## src/rtl/mul8_pp_gen_if.sv

```systemverilog
// Stream interface for the 8x8 partial-product feeder: operand/tag input
// stream on one side, 15 column bundles plus tag on the other.
interface mul8_pp_gen_if #(
  parameter int TAG_W = 4
);
  logic             in_valid;
  logic             in_ready;
  logic [7:0]       in_a;
  logic [7:0]       in_b;
  logic [TAG_W-1:0] in_tag;

  logic             out_valid;
  logic             out_ready;
  logic [0:0]       pp0;
  logic [1:0]       pp1;
  logic [2:0]       pp2;
  logic [3:0]       pp3;
  logic [4:0]       pp4;
  logic [5:0]       pp5;
  logic [6:0]       pp6;
  logic [7:0]       pp7;
  logic [6:0]       pp8;
  logic [5:0]       pp9;
  logic [4:0]       pp10;
  logic [3:0]       pp11;
  logic [2:0]       pp12;
  logic [1:0]       pp13;
  logic [0:0]       pp14;
  logic [TAG_W-1:0] out_tag;

  // Upstream/downstream environment view.
  modport master (
    output in_valid, in_a, in_b, in_tag, out_ready,
    input  in_ready, out_valid, out_tag,
    input  pp0, pp1, pp2, pp3, pp4, pp5, pp6, pp7,
    input  pp8, pp9, pp10, pp11, pp12, pp13, pp14
  );

  // Feeder view.
  modport slave (
    input  in_valid, in_a, in_b, in_tag, out_ready,
    output in_ready, out_valid, out_tag,
    output pp0, pp1, pp2, pp3, pp4, pp5, pp6, pp7,
    output pp8, pp9, pp10, pp11, pp12, pp13, pp14
  );
endinterface

```

## src/rtl/mul8_pp_gen.sv

```systemverilog
// 8x8 unsigned partial-product generator: forms the 64 AND bits grouped by
// column and buffers them in a 2-entry registered FIFO for the compressor.
module mul8_pp_gen #(
  parameter int TAG_W = 4
) (
  input  logic               clk,
  input  logic               rst,
  mul8_pp_gen_if.slave       bus
);
  localparam int PP_W = 64;

  function automatic int col_w(input int k);
    return (k <= 7) ? k + 1 : 15 - k;
  endfunction

  // Packed offset of column k: columns laid out back to back, pp0 at bit 0.
  function automatic int col_off(input int k);
    int s;
    s = 0;
    for (int m = 0; m < k; m++) s += col_w(m);
    return s;
  endfunction

  logic [PP_W-1:0]  pp_in;

  logic [1:0]       count_reg, count_next;
  logic [PP_W-1:0]  head_pp_reg, head_pp_next;
  logic [PP_W-1:0]  tail_pp_reg, tail_pp_next;
  logic [TAG_W-1:0] head_tag_reg, head_tag_next;
  logic [TAG_W-1:0] tail_tag_reg, tail_tag_next;

  logic in_ready;
  logic out_valid;
  logic push;
  logic pop;

  // Bit n of column K is a[i]&b[K-i] with n = i - max(0, K-7).
  generate
    for (genvar gi = 0; gi < 8; gi++) begin : g_a
      for (genvar gj = 0; gj < 8; gj++) begin : g_b
        localparam int K = gi + gj;
        localparam int N = gi - ((K > 7) ? K - 7 : 0);
        assign pp_in[col_off(K) + N] = bus.in_a[gi] & bus.in_b[gj];
      end
    end
  endgenerate

  assign in_ready  = (count_reg < 2'd2);
  assign out_valid = (count_reg != 2'd0);
  assign push      = bus.in_valid & in_ready;
  assign pop       = out_valid & bus.out_ready;

  always_comb begin
    count_next    = count_reg;
    head_pp_next  = head_pp_reg;
    head_tag_next = head_tag_reg;
    tail_pp_next  = tail_pp_reg;
    tail_tag_next = tail_tag_reg;
    case (count_reg)
      2'd0: begin
        if (push) begin
          head_pp_next  = pp_in;
          head_tag_next = bus.in_tag;
          count_next    = 2'd1;
        end
      end
      2'd1: begin
        case ({push, pop})
          2'b11: begin
            head_pp_next  = pp_in;
            head_tag_next = bus.in_tag;
          end
          2'b10: begin
            tail_pp_next  = pp_in;
            tail_tag_next = bus.in_tag;
            count_next    = 2'd2;
          end
          2'b01:   count_next = 2'd0;
          default: count_next = 2'd1;
        endcase
      end
      2'd2: begin
        // Full: no push possible, a pop promotes the tail entry.
        if (pop) begin
          head_pp_next  = tail_pp_reg;
          head_tag_next = tail_tag_reg;
          count_next    = 2'd1;
        end
      end
      default: count_next = 2'd0;
    endcase
  end

  always_ff @(posedge clk) begin
    if (rst) begin
      count_reg    <= 2'd0;
      head_pp_reg  <= '0;
      head_tag_reg <= '0;
      tail_pp_reg  <= '0;
      tail_tag_reg <= '0;
    end else begin
      count_reg    <= count_next;
      head_pp_reg  <= head_pp_next;
      head_tag_reg <= head_tag_next;
      tail_pp_reg  <= tail_pp_next;
      tail_tag_reg <= tail_tag_next;
    end
  end

  assign bus.in_ready  = in_ready;
  assign bus.out_valid = out_valid;
  assign bus.out_tag   = head_tag_reg;

  assign bus.pp0  = head_pp_reg[col_off(0)  +: 1];
  assign bus.pp1  = head_pp_reg[col_off(1)  +: 2];
  assign bus.pp2  = head_pp_reg[col_off(2)  +: 3];
  assign bus.pp3  = head_pp_reg[col_off(3)  +: 4];
  assign bus.pp4  = head_pp_reg[col_off(4)  +: 5];
  assign bus.pp5  = head_pp_reg[col_off(5)  +: 6];
  assign bus.pp6  = head_pp_reg[col_off(6)  +: 7];
  assign bus.pp7  = head_pp_reg[col_off(7)  +: 8];
  assign bus.pp8  = head_pp_reg[col_off(8)  +: 7];
  assign bus.pp9  = head_pp_reg[col_off(9)  +: 6];
  assign bus.pp10 = head_pp_reg[col_off(10) +: 5];
  assign bus.pp11 = head_pp_reg[col_off(11) +: 4];
  assign bus.pp12 = head_pp_reg[col_off(12) +: 3];
  assign bus.pp13 = head_pp_reg[col_off(13) +: 2];
  assign bus.pp14 = head_pp_reg[col_off(14) +: 1];
endmodule

```

## src/flat_wrapper.sv

```systemverilog
// flat-port wrapper written by rule: the top's interface ports become plain ports
module mul8_pp_gen_flat 
#(
  parameter int TAG_W = 4
)
  (clk, rst, bus_in_valid, bus_in_a, bus_in_b, bus_in_tag, bus_out_ready, bus_in_ready, bus_out_valid, bus_out_tag, bus_pp0, bus_pp1, bus_pp2, bus_pp3, bus_pp4, bus_pp5, bus_pp6, bus_pp7, bus_pp8, bus_pp9, bus_pp10, bus_pp11, bus_pp12, bus_pp13, bus_pp14);
  mul8_pp_gen_if #(.TAG_W(TAG_W)) bus_i ();
  input  logic clk;
  input  logic rst;
  input wire logic [$bits(bus_i.in_valid)-1:0] bus_in_valid;
  input wire logic [$bits(bus_i.in_a)-1:0] bus_in_a;
  input wire logic [$bits(bus_i.in_b)-1:0] bus_in_b;
  input wire logic [$bits(bus_i.in_tag)-1:0] bus_in_tag;
  input wire logic [$bits(bus_i.out_ready)-1:0] bus_out_ready;
  output wire logic [$bits(bus_i.in_ready)-1:0] bus_in_ready;
  output wire logic [$bits(bus_i.out_valid)-1:0] bus_out_valid;
  output wire logic [$bits(bus_i.out_tag)-1:0] bus_out_tag;
  output wire logic [$bits(bus_i.pp0)-1:0] bus_pp0;
  output wire logic [$bits(bus_i.pp1)-1:0] bus_pp1;
  output wire logic [$bits(bus_i.pp2)-1:0] bus_pp2;
  output wire logic [$bits(bus_i.pp3)-1:0] bus_pp3;
  output wire logic [$bits(bus_i.pp4)-1:0] bus_pp4;
  output wire logic [$bits(bus_i.pp5)-1:0] bus_pp5;
  output wire logic [$bits(bus_i.pp6)-1:0] bus_pp6;
  output wire logic [$bits(bus_i.pp7)-1:0] bus_pp7;
  output wire logic [$bits(bus_i.pp8)-1:0] bus_pp8;
  output wire logic [$bits(bus_i.pp9)-1:0] bus_pp9;
  output wire logic [$bits(bus_i.pp10)-1:0] bus_pp10;
  output wire logic [$bits(bus_i.pp11)-1:0] bus_pp11;
  output wire logic [$bits(bus_i.pp12)-1:0] bus_pp12;
  output wire logic [$bits(bus_i.pp13)-1:0] bus_pp13;
  output wire logic [$bits(bus_i.pp14)-1:0] bus_pp14;
  assign bus_i.in_valid = bus_in_valid;
  assign bus_i.in_a = bus_in_a;
  assign bus_i.in_b = bus_in_b;
  assign bus_i.in_tag = bus_in_tag;
  assign bus_i.out_ready = bus_out_ready;
  assign bus_in_ready = bus_i.in_ready;
  assign bus_out_valid = bus_i.out_valid;
  assign bus_out_tag = bus_i.out_tag;
  assign bus_pp0 = bus_i.pp0;
  assign bus_pp1 = bus_i.pp1;
  assign bus_pp2 = bus_i.pp2;
  assign bus_pp3 = bus_i.pp3;
  assign bus_pp4 = bus_i.pp4;
  assign bus_pp5 = bus_i.pp5;
  assign bus_pp6 = bus_i.pp6;
  assign bus_pp7 = bus_i.pp7;
  assign bus_pp8 = bus_i.pp8;
  assign bus_pp9 = bus_i.pp9;
  assign bus_pp10 = bus_i.pp10;
  assign bus_pp11 = bus_i.pp11;
  assign bus_pp12 = bus_i.pp12;
  assign bus_pp13 = bus_i.pp13;
  assign bus_pp14 = bus_i.pp14;
  mul8_pp_gen #(.TAG_W(TAG_W)) u_core (.clk(clk), .rst(rst), .bus(bus_i));
endmodule
```

## config.mk

```make
export PLATFORM = sky130hd
export DESIGN_NAME = mul8_pp_gen_flat
export DESIGN_NICKNAME = d
export VERILOG_FILES = /design/src/rtl/mul8_pp_gen_if.sv /design/src/rtl/mul8_pp_gen.sv /design/src/flat_wrapper.sv
export SDC_FILE = /design/constraint.sdc
export NUM_CORES = 1
export LEC_CHECK = 0
export ABC_CLOCK_PERIOD_IN_PS = 1300
export BUFFER_PORTS_ARGS = -buffer_cell sky130_fd_sc_hd__buf_2
export CAP_MARGIN = 30
export CORE_ASPECT_RATIO = 2
export CORE_MARGIN = 2
export CORE_UTILIZATION = 47
export DETAILED_ROUTE_END_ITERATION = 8
export PLACE_DENSITY = 0.71
export SLEW_MARGIN = 30
export SYNTH_ARGS = -nofsm -noshare
export SYNTH_HDL_FRONTEND = slang
export SYNTH_SLANG_ARGS = --single-unit
```

## constraint.sdc

```tcl
create_clock -name clk -period 1.3 [get_ports clk]
set_input_delay 0.13 -clock clk [delete_from_list [all_inputs] [get_ports clk]]
set_output_delay 0.13 -clock clk [all_outputs]
set_load 0.05 [all_outputs]
```

======== After elaboration in Yosys (flattened, before gate mapping) ========
Index checks and enable logic that the tools add are counted.
word-level totals
  output and inout port bits .............. 70
  input bits .............................. 24
  word-level logic and storage cells ...... 99
  register bits ........................... 138
operators by class
  reduce and logical (&&, ||, !) cells .... 6
  $lt $le $gt $ge ......................... 1
  bitwise gates (word level) .............. 66
  multiplexer cells ....................... 12
  equality and inequality tests ........... 9
operator list
  operator              count
  $mux W64              3
  $pmux W64 S3          1
  $and A1 B1 Y1         66
  $mux W4               3
  $pmux W2 S3           2
  $pmux W4 S3           1
  $eq A2 B2 Y1 const B  3
  $eq A2 B1 Y1 const B  2
  $mux W2               2
  $ne A2 B1 Y1 const B  2
  $ne A2 B2 Y1 const B  2
  $reduce_and A4 Y1     1
  $reduce_and A3 Y1     1
  $reduce_bool A3 Y1    1
  $logic_not A2 Y1      1
  $lt A2 B2 Y1 const B  1
  $reduce_and A2 Y1     1
  $reduce_bool A2 Y1    1

======== Logic depth before layout (Yosys ltp) ========
Gate-level depths: netlist (run 1).
  word-level depth ........................ 5
  mapped depth ............................ 6
  depth with buffers taken out ............ 3

======== Worst setup path before layout (run 1) ========
OpenSTA, ideal clock, no wires.
  kind .................................... register to register
  start ................................... register u_core.count_reg[0]
  end ..................................... register u_core.head_pp_reg[14]
  arrival time ............................ 1.277 ns
  slack ................................... -0.124 ns
  clock period less this slack ............ 1.424 ns
  setup time .............................. 0.147 ns
  stages on the path, launching flop included .. 7
  path buffers ............................ 3
  required time ........................... 1.153 ns
  cell sequence ........................... dfxtp_1 > and3b_1 > buf_6 > buf_4 > buf_2 > a211oi_1 > a311oi_2
on the way
  word-level cells in the longest chain between the ends .. 5
  elaborated cells on any way between the ends .. 14
  those cells by class .................... order compare (1); eq/ne (6); mux (1); bitwise (2); reduce/logical (4)
RTL lines
  what                                                       line                                  RTL
  from (decl)                                                mul8_pp_gen.sv:26                     logic [1:0] count_reg, count_next;
  from (signal assigned)                                     mul8_pp_gen.sv:102                    count_reg <= count_next;
  $lt A2 B2 Y1 / $reduce_bool A2 Y1 (equally long branches)  mul8_pp_gen.sv:48, mul8_pp_gen.sv:49
  $and A1 B1 Y1, on equally long branches                    mul8_pp_gen.sv:50, mul8_pp_gen.sv:51
  $eq A2 B2 Y1                                               mul8_pp_gen.sv:68                     case ({push, pop})
  $ne A2 B2 Y1 (no source line)                              -
  $reduce_and A4 Y1 (no source line)                         -
  to (signal assigned)                                       mul8_pp_gen.sv:103                    head_pp_reg <= head_pp_next;
  to (decl)                                                  mul8_pp_gen.sv:27                     logic [PP_W-1:0] head_pp_reg, head_pp_next;
Parallel ways exist; a longest one is shown, timed or not.
A chain may end at the register's enable or synchronous reset.

======== Final worst setup path (run 1) ========
  start ................................... register u_core.count_reg[0]
  end ..................................... register u_core.head_pp_reg[38]
The elaborated chain is that of the path after synthesis.

==> results.yml, run 1 <==
final_layout:
  drive_gt1_share_pct: 42.0
  diodes: 0
  area_growth_pct: 47.3
  nNetsFinal: 851
  nFillCells: 847
timing:
  fin_skew_ns: 0.0125
  fin_crit_sh_pct: 124
  clock.fmax_mhz: 618
  drv_slew: 0
  tightest_slew_ns: 0.656
  max_slew_margin_pct: 56.3
  min_period_ns: 1.62
  finalWorstSetupSlack_ns: -0.318
  final-hold-violation-count: 0
  hold_slack_ns: 0.163
  fin_setup_tns_ns: -32.74
  finalSetupViolations: 138
  grt_setup_unrepaired: "true"
logic_synthesis:
  synth_top_area_share_pct: 45.1
  synthMuxAreaShare_pct: 0
  synth_top_family_by_area: "compound AO/OA/AOI/OAI gates"
  synth-compound-area-share_pct: 26.2
  ys_warn_count: 0
  synth_edf_count: 0
  synth_adder_area_share_pct: 0
  synth-xor-area-share_pct: 0
  yosysUniqueCellTypes: 26
  synth_most_common_cell: "nand2_1"
  postSynthAreaPerCell_sq_um: 8.26
  asyncSetResetFlopFracSynth_pct: 0
  synth_area_sq_mm: 0.00613
  yosys.area_share.simple_pct: 20.7
  synthTopCellsByArea: "dfxtp_1 45%, nand3_1 10%, nand2_1 8.8%"
  yosysTopAreaCell: "dfxtp_1"
  synth-seq-cells: 138
  netlist_instances: 742
  ys_seq_area_share_pct: 45.1
  syn-num-nets: 766
  synth_commonest_cells: "144 x nand2_1, 138 x dfxtp_1, 128 x nand3_1"
  synth_ff_type: "dfxtp_1"
clock_tree:
  cts_sinks: 138
  insertion_delay_ns: 0.42
  numCtsBuffers: 17
  cts-root-buf: "clkbuf_16"
  clock_path_buffers: 2
  cts_max_level: 4
  clkTransAtPathRegs_ns: 0.06
  tritoncts: "built"
job:
  cap_viol_max_count: 0
place:
  hpwl_um: 10900
  gp_congestion: 0.788
  portBuffers: 93
  post-place-ws_ns: -0.227
min_path:
  hp-class: "in2reg"
  min-delay-start: "bus_in_a[6]"
setup_path:
  startpoint_type: "flop"
  critPathKind: "reg2reg"
  arrival_ns: 1.91
  endpoint_kind: "flop"
  critPathLaunch: "u_core.count_reg[0]"
  path_max_fanout: 10
  reg2reg_from: "u_core.count_reg[0]"
  cp.required_ns: 1.59
power_and_ir_drop:
  p_seq_share_pct: 38.2
  power_density_mw_per_mm2: 1340
  power_mw: 12.1
  power.leakage_nw: 3.13
  swShare_pct: 32.0
  power.switching_mw: 3.86
  ir_drop_mv: 1.15
  pwr-share-comb_pct: 22.0
  clock_power_share_pct: 39.8
  cellInternalPower_mw: 8.19
floorplanning:
  die_w_um: 84.8
  pin_count: 94
  die-area_sq_mm: 0.0140
  start_util_pct: 47.7
  row_count: 59
  die-height_um: 166
  coreArea_sq_mm: 0.0128
global_routing:
  grt_overflow: 0
  track_usage_pct: 29.4
  grt_antenna_before_repair: 0
  grt_pass1_vias: 6015
  grt_pass1_wl_um: 32300
  grt_max_degree: 77
routing:
  wl_per_cell_um: 25.9
  wl_um: 25700
  first_iter_violations: 978
  firstDrtPassIters: 5
  remaining_drc_errors: 0
  ant_nets: 0
  routed_via_density: 7.01
  dr_total_vias: 6954
outcome:
  failed_checks: "negative setup slack"
  status: "finished with violations"
## cells in the final DEF, fill, tap and decap left out, drive strengths merged, types with 5 or more instances in the layout
cell	n
dfxtp	138
clkbuf	30
a311oi	68
clkinv	6
a21oi	69
buf	160
a211oi	68
nand3	128
dlygate4sd3	5
nand2	144
## final cells by class
cell class	instances	area (sq um)	share of cell area (%)
sequential	138	2770	30.7
tap	152	190	2.11
clock buffer	19	433	4.79
clock inverter	13	148	1.64
multi-input combinational	493	3630	40.3
inverter	1	3.75	0.0416
timing repair buffer	176	1850	20.5
## worst max-delay path, stage by stage (launching register included)
cell and delay (ns):
dfxtp_2 0.33, buf_6 0.11, buf_4 0.13, nor2b_4 0.17
buf_4 0.15, buf_12 0.13, nand2_1 0.09, a311oi_1 0.38
## final timing paths
path | end | depth (start not counted) | slack [ns]
min | u_core.tail_pp_reg[59] | 3 | 0.16
max | u_core.head_pp_reg[38] | 7 | -0.32
max reg2reg | u_core.head_pp_reg[38] | 7 | -0.32
min reg2reg | u_core.tail_pp_reg[62] | 2 | 0.46
## kinds of logic after synthesis
| logic type | after synthesis |
|---|---|
| and+or+nand+nor | 284 |
| DFF | 138 |
| AOI/OAI and AO/OA | 209 |
| buffers and inverters | 111 |
## power by group through the flow
stage	Sequential, mW	Combinational (mW)	Clock [mW]
4_1_cts	4.58	2.34	4.76
3_3_place_gp	4.67	2.03	0
6_report	4.60	2.65	4.80
2_1_floorplan	5.29	0.876	0
3_5_place_dp	4.67	2.05	0
5_1_grt	4.61	2.73	4.96
## routing by layer
layer | global-route usage, % | vias up | wire [um] | part of all wire, %
li1 | - | 2878 | - | -
met1 | 35.5 | 3286 | 8610 | 33
met2 | 50.3 | 630 | 12800 | 50
met3 | 5.37 | 160 | 2640 | 10
met4 | 13.8 | 0 | 1650 | 6.4
met5 | 0 | - | 0 | 0
## repair_timing
item,in CTS,in global routing
hold buffers,5,0
hold endpoints to repair,9,0
resized for setup,73,93
endpoints found under the setup margin,138,138
setup buffers,12,4
gates cloned,10,13
pin swaps,11,46
## metrics by stage
step / cell area [sq um] / utilization [%] / instances
final: 9030 / 70.3 / 992
after global routing: 9030 / 70.3 / 992
after CTS: 8260 / 64.3 / 976
after detailed placement: 6950 / 54.1 / 917
after global placement: 6950 / 54.1 / 917
after floorplan: 6250 / - / 742
(Power assumes the default switching activity.)
==> inputs of run 2 (changes only) <==
ABC_AREA = 1   (was default)
PLACE_DENSITY = 0.7   (was 0.71)
==> run 2 against run 1 <==
The flow finishes with violations (negative hold slack). Critical path depth decreased by 4. Combinational power is 14% lower. Setup slack better by 0.32 ns. Final cell count up 39%. Critical endpoint is now bus_out_valid. Largest cell class unchanged. Largest power group unchanged.
==> results.yml, run 2 <==
outcome:
  status: "finished with violations"
  failed_checks: "negative hold slack"
job:
  cap_viol_max_count: 0
timing:
  grt_setup_unrepaired: "true"
  min_period_ns: 1.29
  finalSetupViolations: 0
  clock.fmax_mhz: 773
  tightest_slew_ns: 0.443
  drv_slew: 0
  hold_slack_ns: -0.00313
  max_slew_margin_pct: 70.4
  finalWorstSetupSlack_ns: 0.00588
  final-hold-violation-count: 1
  fin_crit_sh_pct: 99.5
  fin_skew_ns: 0.00568
logic_synthesis:
  synth_ff_type: "dfxtp_1"
  synth_commonest_cells: "437 x nand2_1, 208 x nor2_1, 157 x inv_1"
  synth_edf_count: 0
  synth_top_area_share_pct: 41.9
  syn-num-nets: 1134
  yosysUniqueCellTypes: 13
  synth-seq-cells: 138
  yosysTopAreaCell: "dfxtp_1"
  synth_area_sq_mm: 0.00659
  ys_warn_count: 0
  asyncSetResetFlopFracSynth_pct: 0
  ys_seq_area_share_pct: 41.9
  synthTopCellsByArea: "dfxtp_1 42%, nand2_1 25%, nor2_1 12%"
  netlist_instances: 1110
  synth_most_common_cell: "nand2_1"
  postSynthAreaPerCell_sq_um: 5.93
floorplanning:
  die-height_um: 171
  pin_count: 94
  die-area_sq_mm: 0.0150
  row_count: 61
  die_w_um: 87.7
  start_util_pct: 47.7
  coreArea_sq_mm: 0.0138
power_and_ir_drop:
  power.switching_mw: 3.60
  p_seq_share_pct: 38.3
  clock_power_share_pct: 42.8
  power.leakage_nw: 4.35
  ir_drop_mv: 0.938
  pwr-share-comb_pct: 18.8
  cellInternalPower_mw: 8.44
  power_density_mw_per_mm2: 1480
  power_mw: 12.0
  swShare_pct: 29.9
final_layout:
  drive_gt1_share_pct: 14.1
  layout_commonest_cell: "nand2_1"
  nFillCells: 1357
  diodes: 0
  layout.cells.non_filler: 1379
  fin_util_pct: 59.0
  nNetsFinal: 1201
  final_cell_mix: "434 x nand2_1, 202 x nor2_1, 154 x inv_1"
  area_growth_pct: 23.6
place:
  gp_congestion: 0.805
  hpwl_um: 10400
  portBuffers: 93
  post-place-ws_ns: -0.00809
  dp_cells: 1338
clock_tree:
  insertion_delay_ns: 0.42
  clkTransAtPathRegs_ns: 0.06
  cts-root-buf: "clkbuf_16"
  clock_path_buffers: 2
  cts_sinks: 138
  numCtsBuffers: 17
  tritoncts: "built"
  cts_max_level: 4
  cts_setup_buffers: 0
min_path:
  hp-class: "in2reg"
  min-delay-start: "bus_in_tag[0]"
routing:
  first_iter_violations: 381
  ant_nets: 0
  firstDrtPassIters: 4
  remaining_drc_errors: 0
  wl_per_cell_um: 12.7
  routed_via_density: 4.71
  wl_um: 17600
  dr_total_vias: 6500
setup_path:
  startpoint_type: "flop"
  cp.required_ns: 1.17
  path_max_fanout: 4
  critPathKind: "reg2out"
  arrival_ns: 1.16
  critPathLaunch: "u_core.count_reg[1]"
  endpoint_kind: "output port"
  reg2reg_from: "u_core.count_reg[1]"
global_routing:
  grt_overflow: 0
  grt_pass1_wl_um: 26800
  track_usage_pct: 22.5
  grt_max_degree: 68
  grt_pass1_vias: 5776
  grt_antenna_before_repair: 0
-- run 2: cell types whose count changed after synthesis, sizes merged, moves of 68 or more --
cell,previous run,this run
a311oi,68,0
nand3,128,1
nand2,144,439
a211oi,68,0
nor2,1,208
inv,1,159
-- run 2: through the flow --
stage | setup TNS, ns | area, sq um | hold WS [ns]
2_1_floorplan | -5.10 | 6620 | 0.294
3_3_place_gp | 0 | 7240 | 0.409
3_5_place_dp | -0.0119 | 7240 | 0.414
4_1_cts | -0.00429 | 7900 | 0.00377
5_1_grt | -1.88 | 8140 | 0.0132
6_report | 0 | 8140 | -0.00313
-- run 2: path summary, 6_finish.rpt --
| path | end | slack [ns] | cells past startpoint |
|---|---|---|---|
| worst min-delay path | u_core.tail_tag_reg[0] | -0.003 | 3 |
| worst min register to register | u_core.tail_pp_reg[58] | 0.46 | 2 |
| worst max-delay path | bus_out_valid | 0.006 | 3 |
| worst max register to register | u_core.bus.out_tag[2] | 0.006 | 8 |
-- run 2: area by class of cell --
class | instances | area (sq um) | area share (%)
inverter | 159 | 608 | 7.47
tap | 189 | 236 | 2.90
sequential | 138 | 2770 | 34.0
timing repair buffer | 121 | 943 | 11.6
clock inverter | 12 | 171 | 2.10
clock buffer | 20 | 457 | 5.61
multi-input combinational | 740 | 2960 | 36.4
-- run 2: power by group through the flow --
stage	Clock [mW]	Sequential (mW)	Combinational, mW
finish	5.16	4.61	2.27
global route	5.39	4.64	2.50
CTS	5.22	4.61	2.14
detailed placement	0	4.70	2.12
global placement	0	4.70	2.11
floorplan	0	5.36	0.984
-- run 2: repair_timing --
item	4_1_cts	5_1_grt
endpoints found under the hold margin	2	0
resized for setup	2	28
hold buffers	2	0
cloned	0	7
pin swaps	0	4
setup endpoints to repair	9	135
-- run 2: worst max-delay path, cell delays in order, from the launching register on --
cell and delay (ns):
dfxtp_4 0.40, clkinvlp_4 0.11, nand2_1 0.08, buf_6 0.16
-- run 2: layer usage --
metal,up-vias,GRT usage (%),part of all wire [%]
met5,-,0,0
met4,0,8.49,2.0
met3,25,3.65,3.9
met2,144,39.3,52
met1,2977,27.0,42
li1,3354,-,-
-- run 2: cell families after synthesis --
kind of cell,count (synthesis),share of synthesized area [%]
flops,138,41.9
compound gates,91,6.91
buf+inv,233,14.1
simple gates,648,37.0
==> inputs of run 3 (changes only) <==
ABC_AREA = default   (was 1)
BUFFER_PORTS_ARGS = -buffer_cell sky130_fd_sc_hd__clkbuf_2   (was -buffer_cell sky130_fd_sc_hd__buf_2)
PLACE_DENSITY = 0.71   (was 0.7)
==> run 3 against run 2 <==
The run ends with negative setup slack left. Wire length rose by 26%. Final cell count decreased by 29%. Sequential share of layout area down 1.9 points. Register-to-register slack got worse by 0.26 ns. Utilization increased by 8.3 points.
==> results.yml, run 3 (synthesis results as in run 1) <==
clock_tree:
  clock_path_buffers: 2
  cts_sinks: 138
  insertion_delay_ns: 0.43
  tritoncts: "built"
  cts_max_level: 4
  clkTransAtPathRegs_ns: 0.06
  cts-root-buf: "clkbuf_16"
  numCtsBuffers: 17
floorplanning:
  coreArea_sq_mm: 0.0128
  row_count: 59
  die-area_sq_mm: 0.0140
  die_w_um: 84.8
  die-height_um: 166
  pin_count: 94
  start_util_pct: 47.7
setup_path:
  startpoint_type: "flop"
  arrival_ns: 1.88
  endpoint_kind: "flop"
  critPathKind: "reg2reg"
  path_max_fanout: 19
  cp.required_ns: 1.62
  r2r-end: "u_core.head_pp_reg[43]"
  reg2reg_from: "u_core.count_reg[0]"
  reg2reg_depth: 5
  reg2reg_slack_ns: -0.25
routing:
  dr_total_vias: 6495
  wl_per_cell_um: 22.5
  firstDrtPassIters: 5
  wl_um: 22100
  ant_nets: 0
  remaining_drc_errors: 0
  routed_via_density: 6.62
  first_iter_violations: 552
timing:
  drv_slew: 0
  fin_setup_tns_ns: -22.78
  fin_crit_sh_pct: 119
  clock.fmax_mhz: 644
  fin_skew_ns: 0.00715
  grt_setup_unrepaired: "true"
  final-hold-violation-count: 0
  finalWorstSetupSlack_ns: -0.253
  min_period_ns: 1.55
  tightest_slew_ns: 0.522
  finalSetupViolations: 138
  max_slew_margin_pct: 65.2
place:
  portBuffers: 93
  hpwl_um: 11200
  dp_cells: 923
  gp_congestion: 0.807
final_layout:
  drive_gt1_share_pct: 39.3
  final_cell_mix: "136 x nand2_1, 136 x dfxtp_1, 108 x nand3_1"
  diodes: 0
  layout.cells.non_filler: 981
  nFillCells: 934
  fin_util_pct: 67.2
  nNetsFinal: 840
  area_growth_pct: 40.9
global_routing:
  grt_overflow: 0
  grt_antenna_before_repair: 0
  grt_pass1_vias: 6046
  grt_pass1_wl_um: 32600
  track_usage_pct: 29.6
  grt_max_degree: 63
power_and_ir_drop:
  power.leakage_nw: 3.02
  power_mw: 11.7
  power_density_mw_per_mm2: 1360
  ir_drop_mv: 1.15
min_path:
  min_to: "u_core.tail_pp_reg[15]"
  min-delay-start: "bus_in_b[5]"
  hold_depth: 4
  hp-class: "in2reg"
outcome:
  failed_checks: "negative setup slack"
  status: "finished with violations"
job:
  cap_viol_max_count: 0
run 3: cell types whose count changed in the layout (fill, tap and decap cells not counted), moves of 52 or more:
cell	delta
nand2_1	-298
nor2_1	-201
inv_1	-154
nand3_1	+107
buf_2	-92
clkbuf_2	+90
o21ai_0	-53
a311oi_2	+52
run 3: worst max-delay path by stage:
stage,startpoint,end,cells past startpoint
final,u_core.count_reg[0],u_core.head_pp_reg[43],5
after global routing,u_core.count_reg[1],u_core.tail_pp_reg[3],6
after CTS,u_core.count_reg[0],bus_out_valid,4
after detailed placement,u_core.count_reg[1],u_core.tail_pp_reg[13],5
after global placement,u_core.count_reg[1],u_core.tail_pp_reg[17],5
after floorplan,u_core.count_reg[0],u_core.head_pp_reg[14],6
run 3: area by class of cell:
cell class | instances | area (sq um) | share of cell area, %
multi-input combinational | 493 | 3520 | 40.7
clock inverter | 11 | 95.1 | 1.10
inverter | 1 | 6.26 | 0.0724
clock buffer | 21 | 470 | 5.45
sequential | 138 | 2770 | 32.0
tap | 152 | 190 | 2.20
timing repair buffer | 165 | 1590 | 18.4
run 3: critical path: stages, from the launching register on:
cell and delay, ns:
dfxtp_2 0.34, buf_6 0.11, and3b_2 0.26, a21o_4 0.28, clkbuf_16 0.22, a311oi_1 0.24
run 3: repair_timing:
| action | 4_1_cts | 5_1_grt |
|---|---|---|
| gates resized for setup | 53 | 83 |
| setup endpoints to repair | 138 | 139 |
| setup buffers | 10 | 3 |
| hold buffers | 5 | 0 |
| pin swaps | 16 | 25 |
| hold endpoints to repair | 6 | 0 |
| cloned | 8 | 5 |
run 3: report_power, final:
part	switching [mW]	internal, mW	leakage (nW)
combinational	1.66	0.830	1.62
sequential	0.143	4.45	1.13
clock	1.89	2.77	0.275
total	3.69	8.05	3.02
run 3: per-layer routing:
layer	GRT usage (%)	share of wire (%)
met5	0	0
met4	14.5	4.5
met3	6.36	8.1
met2	49.0	50
met1	36.2	38
run 3: through the flow:
stage	hold slack, ns	area [sq um]	worst slack [ns]
6_report	0.141	8640	-0.253
5_1_grt	0.154	8640	-0.286
4_1_cts	0.132	8210	-0.202
3_5_place_dp	0.376	7060	-0.144
3_3_place_gp	0.374	7060	-0.0863
2_1_floorplan	0.266	6250	-0.0697
